[config.mk]
export PLATFORM = sky130hd
export DESIGN_NAME = fifo_ptr_ctrl
export DESIGN_NICKNAME = d
export VERILOG_FILES = /design/src/rtl/fifo_pkg.sv /design/src/rtl/wrap_counter.sv /design/src/rtl/fifo_ptr_ctrl.sv
export SDC_FILE = /design/constraint.sdc
export NUM_CORES = 1
export LEC_CHECK = 0
export ABC_CLOCK_PERIOD_IN_PS = 1700
export BUFFER_PORTS_ARGS = -buffer_cell sky130_fd_sc_hd__buf_2
export CORE_UTILIZATION = 46
export DETAILED_ROUTE_END_ITERATION = 8
export PLACE_DENSITY = 0.72
export RECOVER_POWER = 50
export SYNTH_ARGS = -nofsm -noshare
export SYNTH_HDL_FRONTEND = slang
export SYNTH_SLANG_ARGS = --single-unit
[constraint.sdc]
create_clock -name clock -period 1.7 [get_ports clock]
set_input_delay 0.085 -clock clock [delete_from_list [all_inputs] [get_ports clock]]
set_output_delay 0.085 -clock clock [all_outputs]
set_load 0.05 [all_outputs]
[src/rtl/fifo_pkg.sv]
// Shared definitions for the FIFO pointer/occupancy controller:
// default geometry, threshold constants, level-width helper and the
// elaboration-time parameter check.
`ifndef FIFO_PKG_SV
`define FIFO_PKG_SV

package fifo_pkg;

   localparam int FIFO_DEF_ADDR_W = 4;
   localparam int FIFO_DEF_DEPTH  = 16;
   localparam int FIFO_DEF_AFULL  = 14;
   localparam int FIFO_DEF_AEMPTY = 2;

   // Bits needed to hold an occupancy of 0..depth inclusive.
   function automatic int fifo_lvl_w(input int depth);
      return $clog2(depth + 1);
   endfunction

endpackage

// Halts elaboration when a parameter set is not legal.
`define FIFO_PARAM_CHECK(ok, msg) \
   if (!(ok)) begin : g_param_check \
      $fatal(1, msg); \
   end

`endif

[src/rtl/wrap_counter.sv]
// Modulo-LIMIT counter used for the RAM write and read addresses.
// Counts 0..LIMIT-1 and never holds a value >= LIMIT.
module wrap_counter #(
   parameter int WIDTH = 4,
   parameter int LIMIT = 16
) (
   input  logic             clock,
   input  logic             reset,
   input  logic             clear,
   input  logic             inc,
   output logic [WIDTH-1:0] count
);

   localparam logic [WIDTH-1:0] LAST = WIDTH'(LIMIT - 1);
   localparam logic [WIDTH-1:0] ONE  = WIDTH'(1);

   // Advance on inc, wrapping from LIMIT-1 back to 0; reset and clear zero it.
   always_ff @(posedge clock) begin
      if (reset || clear) begin
         count <= '0;
      end else if (inc) begin
         count <= (count == LAST) ? '0 : count + ONE;
      end
   end

endmodule

[src/rtl/fifo_ptr_ctrl.sv]
// Pointer and occupancy controller for a single-clock RAM FIFO.
// Accepts push/pop requests, produces RAM addresses and enables, and keeps
// the fill level plus registered full/empty/almost flags and sticky errors.
//
// Handshake: wr_en/rd_en are combinational acceptances of push/pop. A push
// is accepted when not full, or when full and a pop is accepted alongside.
// A pop is accepted only when not empty (the RAM is read-before-write, so a
// same-cycle push cannot satisfy it). clear suppresses both.
module fifo_ptr_ctrl
   import fifo_pkg::*;
#(
   parameter int ADDR_W     = FIFO_DEF_ADDR_W,
   parameter int DEPTH      = FIFO_DEF_DEPTH,
   parameter int AFULL_LVL  = FIFO_DEF_AFULL,
   parameter int AEMPTY_LVL = FIFO_DEF_AEMPTY
) (
   input  logic              clock,
   input  logic              reset,
   input  logic              push,
   input  logic              pop,
   input  logic              clear,
   input  logic              err_clr,
   output logic              wr_en,
   output logic              rd_en,
   output logic [ADDR_W-1:0] wr_ptr,
   output logic [ADDR_W-1:0] rd_ptr,
   output logic [ADDR_W:0]   level,
   output logic              full,
   output logic              empty,
   output logic              almost_full,
   output logic              almost_empty,
   output logic              overflow,
   output logic              underflow
);

   localparam int LVL_W = fifo_lvl_w(DEPTH);

   `FIFO_PARAM_CHECK((DEPTH >= 2) && (DEPTH <= (1 << ADDR_W)) &&
                     (AFULL_LVL >= 1) && (AFULL_LVL <= DEPTH) &&
                     (AEMPTY_LVL >= 0) && (AEMPTY_LVL < DEPTH) &&
                     (LVL_W <= ADDR_W + 1),
                     "fifo_ptr_ctrl: illegal parameter set")

   localparam logic [ADDR_W:0] DEPTH_L  = (ADDR_W + 1)'(DEPTH);
   localparam logic [ADDR_W:0] AFULL_L  = (ADDR_W + 1)'(AFULL_LVL);
   localparam logic [ADDR_W:0] AEMPTY_L = (ADDR_W + 1)'(AEMPTY_LVL);
   localparam logic [ADDR_W:0] ONE_L    = (ADDR_W + 1)'(1);

   logic [ADDR_W:0] level_nxt;

   // Acceptance and next occupancy; clear wins over any request.
   always_comb begin
      rd_en     = pop & ~empty & ~clear;
      wr_en     = push & (~full | pop) & ~clear;
      level_nxt = level;
      if (clear) begin
         level_nxt = '0;
      end else if (wr_en && !rd_en) begin
         level_nxt = level + ONE_L;
      end else if (rd_en && !wr_en) begin
         level_nxt = level - ONE_L;
      end
   end

   // Level and flags registered together from the next level, so no flag lags.
   always_ff @(posedge clock) begin
      if (reset) begin
         level        <= '0;
         full         <= 1'b0;
         empty        <= 1'b1;
         almost_full  <= 1'b0;
         almost_empty <= 1'b1;
      end else begin
         level        <= level_nxt;
         full         <= (level_nxt == DEPTH_L);
         empty        <= (level_nxt == '0);
         almost_full  <= (level_nxt >= AFULL_L);
         almost_empty <= (level_nxt <= AEMPTY_L);
      end
   end

   // Sticky rejection errors; a new rejection beats err_clr, clear leaves them.
   always_ff @(posedge clock) begin
      if (reset) begin
         overflow  <= 1'b0;
         underflow <= 1'b0;
      end else begin
         if (err_clr) begin
            overflow  <= 1'b0;
            underflow <= 1'b0;
         end
         if (push && !wr_en && !clear) begin
            overflow <= 1'b1;
         end
         if (pop && !rd_en && !clear) begin
            underflow <= 1'b1;
         end
      end
   end

   wrap_counter #(
      .WIDTH (ADDR_W),
      .LIMIT (DEPTH)
   ) u_wr_ptr (
      .clock (clock),
      .reset (reset),
      .clear (clear),
      .inc   (wr_en),
      .count (wr_ptr)
   );

   wrap_counter #(
      .WIDTH (ADDR_W),
      .LIMIT (DEPTH)
   ) u_rd_ptr (
      .clock (clock),
      .reset (reset),
      .clear (clear),
      .inc   (rd_en),
      .count (rd_ptr)
   );

endmodule

-- Yosys cells after proc, flatten, opt, wreduce, memory -nomap -nowiden
Index checks and enable logic that the tools add are counted.
Widths: inputs -> output; s select.
- register bits: 19
- bits of input ports: 6
- output and inout port bits: 21
- logic and storage cells: 47
- add/sub/neg operators: 4
- $lt $le $gt $ge: 2
- equal/unequal tests: 3
- muxes and demuxes: 8
- bitwise logic cells: 8
- reduce and logical (&&, ||, !) cells: 13
- operators by type and width (cell ; count):
    $mux 5 ; 3
    $add 4x1->4 const B ; 2
    $eq 4x4->1 const B ; 2
    $mux 4 ; 2
    $logic_and 1x1->1 ; 6
    $add 5x1->5 const B ; 1
    $eq 5x5->1 const B ; 1
    $ge 5x4->1 const B ; 1
    $le 5x2->1 const B ; 1
    $logic_not 5->1 ; 1
    $sub 5x1->5 const B ; 1
    $and 1x1->1 ; 4
    $reduce_bool 2->1 ; 2
    $logic_not 1->1 ; 3
    $mux 1 ; 3
    $not 1->1 ; 3
    $logic_or 1x1->1 ; 1
    $or 1x1->1 ; 1

-- Depth between registers and ports, before layout
- depth in word-level cells: 10
- mapped depth: 7
- gate-level depth less buffers: 7

-- Cells and area by module
A second synthesis with hierarchy kept.
- cell total of the unflattened synthesis: 116
- area, all modules: 1054.8 sq um
- by module, submodules not included (module ; instances ; cells an instance ; area an instance (sq um) ; seq. area each (sq um)):
    fifo_ptr_ctrl ; 1 ; 78 ; 681.9 ; 220.2
    wrap_counter ; 2 ; 19 ; 186.4 ; 80.1

-- Least setup slack after synthesis
OpenSTA, ideal clock, no wires.
- kind: register -> register
- start point: register empty
- end point: register u_rd_ptr.count[3]
- setup time: 0.071 ns
- data arrival time: 2.195 ns
- path slack: -0.565 ns
- stages on the path, launching flop included: 6
- path buffers: 0
- period minus slack after synthesis: 2.265 ns
- cells stage by stage: dfxtp_1 > nand2b_1 > nor2_1 > nand2_1 > or3_1 > a21oi_1
- longest elaborated chain between the ends: 3
- RTL lines (what ; RTL line ; source):
    from (decl) ; fifo_ptr_ctrl.sv:29 ; output logic empty,
    from (signal assigned) ; fifo_ptr_ctrl.sv:76 ; empty <= (level_nxt == '0);
    $not 1->1 ; fifo_ptr_ctrl.sv:53 ; rd_en = pop & ~empty & ~clear;
    $and 1x1->1 (2 in a row) ; fifo_ptr_ctrl.sv:53 ;
    net rd_en ; fifo_ptr_ctrl.sv:24 ; output logic rd_en,
    to (signal assigned) ; wrap_counter.sv:22 ; count <= (count == LAST) ? '0 : count + ONE;
    to (decl) ; wrap_counter.sv:11 ; output logic [WIDTH-1:0] count
The timed path passes the listed nets, and every way through them passes these cells.
A chain may end at the register's enable or synchronous reset.

-- Worst setup path in the final report
- start point: register level[0]
- end point: register almost_empty
- longest elaborated chain between the ends: 5
- elaborated cells between the ends (all ways): 6
- RTL lines (what ; RTL line ; source):
    from (decl) ; fifo_ptr_ctrl.sv:27 ; output logic [ADDR_W:0] level,
    from (signal assigned) ; fifo_ptr_ctrl.sv:74 ; level <= level_nxt;
    $sub 5x1->5 ; fifo_ptr_ctrl.sv:61 ; level_nxt = level - ONE_L;
    $mux 5 ; fifo_ptr_ctrl.sv:60 ; end else if (rd_en && !wr_en) begin
    $mux 5 (*) ; fifo_ptr_ctrl.sv:58 ; end else if (wr_en && !rd_en) begin
    $mux 5 (*) ; fifo_ptr_ctrl.sv:56 ; if (clear) begin
    $le 5x2->1 (*) ; fifo_ptr_ctrl.sv:78 ; almost_empty <= (level_nxt <= AEMPTY_L);
    to (signal assigned) ; fifo_ptr_ctrl.sv:78 ;
    to (decl) ; fifo_ptr_ctrl.sv:31 ; output logic almost_empty,
Mark *: on every way between the ends. The rest lies on a longest branch, timed or not.

==> out/results.txt <==
worst setup path category: reg -> reg
RSZ-0062 raised after global routing: yes
Max-slew headroom: 0.6650
status: finished with violations
Lkg Pwr: 0.6131 nW
first-pass GRT wire length: 4229 µm
worst-path maximum fanout: 5
DR WL/cell: 14.44 µm
Cells after DPL: 180
critical path startpoint category: register
via count: 1064
Post-Layout Cell Count: 189
syn_nets: 131
cells after synthesis: 121
share of cells above drive strength 1: 0.4321
CP max stage cell: or4_4
GP Congestion: 0.8938
crit path cell chain: buf_4 -> nand3_1 -> or4_4 -> a21boi_2 -> o31ai_4 -> a221oi_2
total gr overflow: 0
top-area cell type share of the netlist area: 0.3680
Avg Cell Area, Syn: 8.541 µm²
initial antenna violation count: 0
Max-cap violations: 0
fmax: 585.1 MHz
Max Slew Vio Count: 0
die area: 2440 µm²
clk_skew: 0.002160 ns
Net count, final: 173
drc violations: 0
DRT Pass-1 Iters: 4
die height: 49.40 µm
Ys Warns: 0
failing checks: negative setup slack
worst setup margin: -0.009130 ns
maximum clock path buffer count: 2
pre-CTS setup slack: -0.03153 ns
EDFF count, synth: 0
PortBufs: 26
sequential cell area fraction in the yosys report: 0.3680
flops & latches, synth: 19
post-route ant nets: 0
post-route cell area: 1451 µm²
final period utilization: 1.005
Cell variety after synth: 40
ys flop type: dfxtp_1
# diodes: 0
Core Rows: 16
CP max stage delay: 0.43 ns
most common library cells after synthesis: dfxtp_1 (19), nand2_1 (15), a21oi_1 (12)
top post-synthesis cells by area: dfxtp_1 (37%), a21oi_1 (5.8%), nand2_1 (5.4%), ha_1 (4.8%), nor2_1 (3.6%)
CP endpoint kind: register
number of buffers created by CTS: 3
clock latency on the worst-skew pair: 0.31 ns
Min-Delay Path Class: in -> reg
CTS clk-pin slew, worst paths: 0.11 ns
First DRT Iteration DRCs: 31
largest net degree at the start of global routing: 13
Clk Tree Root Cell: clkbuf_4
clk sink count: 19
asr flop ratio synth: 0
CORE AREA: 2042 µm²
Setup-failing EPs final: 1
VDD IR max: 525.2 µV
Layout area overhead: 40.44%
count leader, synth: dfxtp_1
post-synth top area cell: dfxtp_1
GRT Total Usage: 0.2326
CTS tree: built
Mapped Area: 1033 µm²
vias in the first global route: 905
Via density: 5.630
Worst Path Required: 1.93 ns
final hold vios: 0
I/O pin cnt: 27
Cell Pwr Density: 669.0 nW/µm²
Slew @ Worst Pin: 0.5017 ns
H-tree depth: 1
Die Wd: 49.40 µm
Initial Utilization: 0.5061
DP HPWL: 1880 µm
crit path DAT: 1.94 ns
Final min period: 1.709 ns
Post-Route WL: 2730 µm
placed instance area: 1313 µm²
## cells by family after synthesis
| group | after synthesis | synth area share |
|---|---|---|
| muxes | 2 | 0.01937 |
| AOI/OAI and AO/OA | 29 | 0.1974 |
| DFF | 19 | 0.3680 |
| buffers and inverters | 8 | 0.02906 |
| adders and majority gates | 4 | 0.04843 |
| xor gates and xnor gates | 4 | 0.03390 |
| and+or+nand+nor | 55 | 0.3039 |
## critical path, delay by kind of cell, from the launching register on
| kind | cells | cell delay (ns) |
|---|---|---|
| buffers and inverters | 1 | 0.11 |
| AOI/OAI and AO/OA | 3 | 0.61 |
| and+or+nand+nor | 2 | 0.51 |
| DFF | 1 | 0.40 |
## layer usage
layer,part of all wire,global-route usage
met2,0.48,0.3630
met1,0.43,0.3087
met5,0,0
met4,0.0081,0.08571
met3,0.083,0.05607
## cells in the final DEF (no fill, tap or decap), types with 2 or more instances in the layout
cell / n
a21oi_1: 11
a31oi_1: 2
buf_2: 26
buf_4: 13
clkbuf_4: 3
dfxtp_1: 14
dfxtp_4: 4
ha_1: 3
inv_1: 3
inv_4: 3
nand2_1: 15
nand2b_1: 4
nand3_1: 2
nor2_1: 9
nor2b_1: 3
nor2b_4: 2
nor3_1: 2
nor3b_1: 3
nor4_1: 2
o21ai_0: 4
or3_1: 2
xnor2_1: 2
xor2_1: 2
## area by class of cell
type,count,area [µm²]
clock inverters,1,6.256
well taps,27,33.78
inverters,5,23.77
repair buffers,40,247.7
multi-input cells,94,720.7
flip-flops and latches,19,396.6
fillers,160,590.6
clock buffers,3,22.52
## power by group
group	internal (mW)	total (mW)	switching [mW]
combinational	0.105	0.254	0.149
sequential	0.456	0.473	0.0169
clock	0.0913	0.245	0.154
## state kept, by name, summed over array words and instances, names as in the netlist
signal and count:
underflow 1, almost_full 1, level 5, almost_empty 1
u_wr_ptr.count 4, full 1, empty 1, overflow 1
u_rd_ptr.count 4
## final timing paths
kind	startpoint	endpoint	slack (ns)	cells past startpoint
setup reg to reg	level[0]$_SDFF_PP0_	almost_empty$_SDFF_PP1_	-0.009	6
hold / removal	reset	level[2]$_SDFF_PP0_	0.03	2
hold reg to reg	underflow$_SDFFE_PP0P_	underflow$_SDFFE_PP0P_	0.49	2
setup / recovery	level[0]$_SDFF_PP0_	almost_empty$_SDFF_PP1_	-0.009	6
## metrics by stage
stage / TNS, ns / utilization / total power, mW / hold slack (ns)
floorplan: -0.1418 / - / 0.6213 / 0.1500
global route: -0.3202 / 0.7108 / 1.010 / 0.02984
detailed placement: -0.06077 / 0.6428 / 0.6892 / 0.3586
global placement: -0.09279 / 0.6428 / 0.6868 / 0.3579
CTS: -0.03722 / 0.6857 / 0.9454 / 0.02692
finish: -0.009130 / 0.7108 / 0.9710 / 0.02621
## timing repair
| item | in CTS | in global routing |
|---|---|---|
| resized for setup | 5 | 4 |
| hold buffers | 0 | 0 |
| buffers inserted | 3 | 2 |
| endpoints found under the setup margin | 4 | 4 |
| pin swaps | 3 | 1 |
No activity file was read; power rests on OpenSTA's default activity.
